===== src/rtl/reg_file_pkg.sv =====
// Shared register-file constants and types, reused by decode and write-back.
package reg_file_pkg;

  localparam int unsigned DATA_W   = 32;
  localparam int unsigned ADDR_W   = 3;
  localparam int unsigned NUM_REGS = 2 ** ADDR_W;

  typedef logic [ADDR_W-1:0] reg_addr_t;
  typedef logic [DATA_W-1:0] reg_data_t;

endpackage


===== src/rtl/reg_word.sv =====
// One storage word with a synchronous active-low clear and a load enable.
module reg_word #(
  parameter int unsigned Width = 32
) (
  input  logic             clk_i,
  input  logic             rst_ni,
  input  logic             load_i,
  input  logic [Width-1:0] d_i,
  output logic [Width-1:0] q_o
);

  logic [Width-1:0] word_q;

  // Clear takes priority so an unknown load cannot disturb a reset cycle.
  always_ff @(posedge clk_i) begin
    if (!rst_ni) begin
      word_q <= '0;
    end else if (load_i) begin
      word_q <= d_i;
    end
  end

  assign q_o = word_q;

endmodule


===== src/rtl/reg_file.sv =====
// 2**ADDR_W x DATA_W register file: one synchronous write port, two combinational read ports.
module reg_file #(
  parameter int unsigned DATA_W = reg_file_pkg::DATA_W,
  parameter int unsigned ADDR_W = reg_file_pkg::ADDR_W
) (
  input  logic              clk,
  input  logic              rst,
  input  logic              sto,
  input  logic [ADDR_W-1:0] waddr,
  input  logic [DATA_W-1:0] dataIn,
  input  logic [ADDR_W-1:0] raddr1,
  input  logic [ADDR_W-1:0] raddr2,
  output logic [DATA_W-1:0] databus1,
  output logic [DATA_W-1:0] databus2
);

  localparam int unsigned NumRegs = 2 ** ADDR_W;

  logic [NumRegs-1:0] load;
  logic [DATA_W-1:0]  word [NumRegs];

  always_comb begin
    load = '0;
    if (sto) begin
      load[waddr] = 1'b1;
    end
  end

  for (genvar i = 0; i < NumRegs; i++) begin : g_word
    reg_word #(
      .Width (DATA_W)
    ) u_word (
      .clk_i  (clk),
      .rst_ni (rst),
      .load_i (load[i]),
      .d_i    (dataIn),
      .q_o    (word[i])
    );
  end

  // No write bypass: reads see the stored value only.
  assign databus1 = word[raddr1];
  assign databus2 = word[raddr2];

endmodule


===== config.mk =====
export PLATFORM = sky130hd
export DESIGN_NAME = reg_file
export DESIGN_NICKNAME = d
export VERILOG_FILES = /design/src/rtl/reg_file_pkg.sv /design/src/rtl/reg_word.sv /design/src/rtl/reg_file.sv
export SDC_FILE = /design/constraint.sdc
export NUM_CORES = 1
export LEC_CHECK = 0
export BUFFER_PORTS_ARGS = -buffer_cell sky130_fd_sc_hd__buf_2
export CAP_MARGIN = 20
export CORE_ASPECT_RATIO = 1.5
export CORE_MARGIN = 3
export CORE_UTILIZATION = 55
export CTS_CLUSTER_DIAMETER = 40
export DETAILED_ROUTE_END_ITERATION = 8
export GPL_TIMING_DRIVEN = 0
export PLACE_DENSITY = 0.82
export RECOVER_POWER = 100
export SETUP_SLACK_MARGIN = 0.15
export SLEW_MARGIN = 10
export SYNTH_ARGS = -nofsm -noshare
export SYNTH_HDL_FRONTEND = slang
export SYNTH_SLANG_ARGS = --single-unit

===== constraint.sdc =====
create_clock -name clk -period 1.6 [get_ports clk]
set_clock_uncertainty 0.2 [all_clocks]
set_input_delay 0.16 -clock clk [delete_from_list [all_inputs] [get_ports clk]]
set_output_delay 0.16 -clock clk [all_outputs]
set_load 0.05 [all_outputs]

==> results.ini <==
[synth]
syn_area_um2=13930
synth.top_cell.area_share=0.3679
yosysTopAreaCell=dfxtp_1
syn_inst=1391
synth-main-ff-cell=dfxtp_1
seq_area_frac_synth=0.3679
synthDistinctLibCells=20
ys_async_sr_fraction=0
synth.most_common_cell=nand2_1
ys_ff_latch=256
synth_common_cells=512 x nand2_1, 256 x dfxtp_1, 240 x a21boi_1
syn_nets=1435
synth-edff-count=0
synth.area.top_cells=dfxtp_1 37%, mux4_1 18%, nand2_1 14%
avgSynthCellArea_um2=10.01
ys_warn_count=0

[setup_path]
cp_num_buf_inv=1
crit_required_ns=1.24
crit_family=multiplexers
timing.critical_path.from_type=register
slowest_stage=mux4_2
path_cells=mux4_2, mux2_4, buf_6
critPathMaxStageDelay_ns=0.49
cp-end-kind=output port
path_max_fanout=3
cp_data_arrival_time_ns=1.86
critical_path_class=register to output port

[place]
place_hpwl_um=29740
io_buffers=68
gp_congestion=0.9487
place_ws_ns=-0.3813

[min_path]
hold_path.class=input port to register

[drt]
drtPass1Iterations=6
detail_route.wl_per_cell_um=24.60
viasPerCell=6.471
wl_um=46130
drt_iter0_drc=1270
num_vias=12130
route.detailed.drc=0
ant_nets=0

[grt]
overflow=0
grtUsageTotal=0.3332
grt_pass1_vias=12570
grt_max_degree=15
antenna_found_initial=0
grt_pass1_wl_um=69500

[clock_network]
cts_tree=yes
clock_sinks=256
htreeDepth=1
clk_latency_ns=0.57
cts_made_buffers=30
clk_path_buf_depth=3
clk_pin_slew_ns=0.07
cts_root_buf=clkbuf_16

[power_and_ir_drop]
p_leak_nw=6.080
peakVddDrop_mv=0.8444
cellPowerDensity_nw_per_um2=945.8

[run_status]
run_status=finished with violations
violations=setup timing

[final_layout]
largest_reg_flops=256
drive_gt1_frac=0.3250
finalNetCount=1572
synthToLayoutAreaGrowth_pct=20.44
antenna_cells=0

[die]
chipHeight_um=200.9
ios=108
core_um2=24610
fp.dieArea_um2=27310
dieWidth_um=135.9
initial_core_util=0.5659
rows=70

[timing]
hold_violations=0
period_minus_slack_ns=2.219
rsz0062_at_grt=true
fin_ws_ns=-0.6188
setup_viol=84
timing.fmax_ghz=0.4507
slew_headroom=0.4844
slew_viol_final=0
fin_setup_tns_ns=-37.74
timing.final.crit_share=1.387
worstMarginPinSlew_ns=0.7734

[flow_run]
maxCapViolations=0

-- routing by layer --
layer	part of all wire	vias up	wire length, µm	global-route usage
met1	0.33	5833	15150	0.3732
met5	0	-	0	0
met2	0.48	898	22280	0.5500
li1	-	5085	-	-
met3	0.11	317	4867	0.07322
met4	0.083	0	3836	0.2453
-- stage by stage --
| stage | hold WS, ns | instances | cell area (µm²) | util | power, mW |
|---|---|---|---|---|---|
| final | 0.04984 | 1875 | 16770 | 0.6816 | 15.87 |
| after global routing | 0.05364 | 1875 | 16770 | 0.6816 | 16.18 |
| after CTS | 0.01804 | 1874 | 16690 | 0.6780 | 15.79 |
| after detailed placement | 0.2574 | 1783 | 14820 | 0.6023 | 8.479 |
| after global placement | 0.2473 | 1783 | 14820 | 0.6023 | 8.441 |
| after floorplan | 0.2402 | 1391 | 14080 | - | 7.988 |
-- power breakdown --
part           switching, mW  internal [mW]
clock network           2.99           4.32
registers              0.101           6.52
logic                   1.11          0.823
-- repair_timing --
| action | 4_1_cts | 5_1_grt |
|---|---|---|
| gates resized for setup | 217 | 67 |
| hold buffers | 34 | 0 |
| pin swaps | 0 | 1 |
| hold endpoints to repair | 256 | 0 |
| setup endpoints to repair | 64 | 107 |
| buffers inserted | 2 | 1 |
-- area by class of cell --
class | count | area, µm²
Buffer | 159 | 997.2
Clock buffer | 36 | 814.5
Clock inverter | 19 | 240.2
Fill cell | 1760 | 7836
Multi-Input combinational cell | 976 | 7849
Sequential cell | 256 | 5230
Tap cell | 324 | 405.4
Timing Repair Buffer | 105 | 1239
-- path summary, 6_finish.rpt --
kind	start	end	slack, ns	cells past startpoint
min	waddr[1]	g_word[2].u_word.q_o[31]	0.05	5
max	g_word[7].u_word.q_o[13]	databus2[13]	-0.62	3
min reg2reg	g_word[7].u_word.q_o[8]	g_word[7].u_word.q_o[8]	0.26	2
max reg2reg	g_word[3].u_word.q_o[14]	g_word[3].u_word.q_o[14]	0.65	3
-- tightest hold or removal path, delay by kind of cell --
kind,cells,cell delay [ns]
AO/OA/AOI/OAI,1,0.07
buffers and inverters,2,0.32
AND/OR/NAND/NOR,2,0.22
-- cell families (layout without fill, tap and decap cells) --
| kind of cell | Yosys count | count (layout) | synth area share |
|---|---|---|---|
| compound gates | 256 | 256 | 0.1380 |
| flops | 256 | 256 | 0.3679 |
| mux | 192 | 192 | 0.2840 |
| simple gates | 528 | 528 | 0.1506 |
| buf+inv | 159 | 319 | 0.05938 |
-- placed cells by master (no fill, tap or decap), types with 2 or more instances in the layout --
master         count
a21boi_1         113
nand2_1          512
dfxtp_2           84
inv_6              4
clkinvlp_4         3
buf_8             40
buf_4             13
clkinv_2           4
a21boi_0         143
bufinv_16          4
dlygate4sd3_1     33
mux2_4            64
and4b_1            3
clkbuf_8           2
clkinv_4           3
clkbuf_16         31
dfxtp_1          172
clkbuf_2          20
and4bb_2           3
mux4_2           128
buf_12            12
clkbuf_1          59
nand4b_1           3
nand4bb_1          3
buf_2             56
buf_6             32
Power figures use the tool's default switching activity.
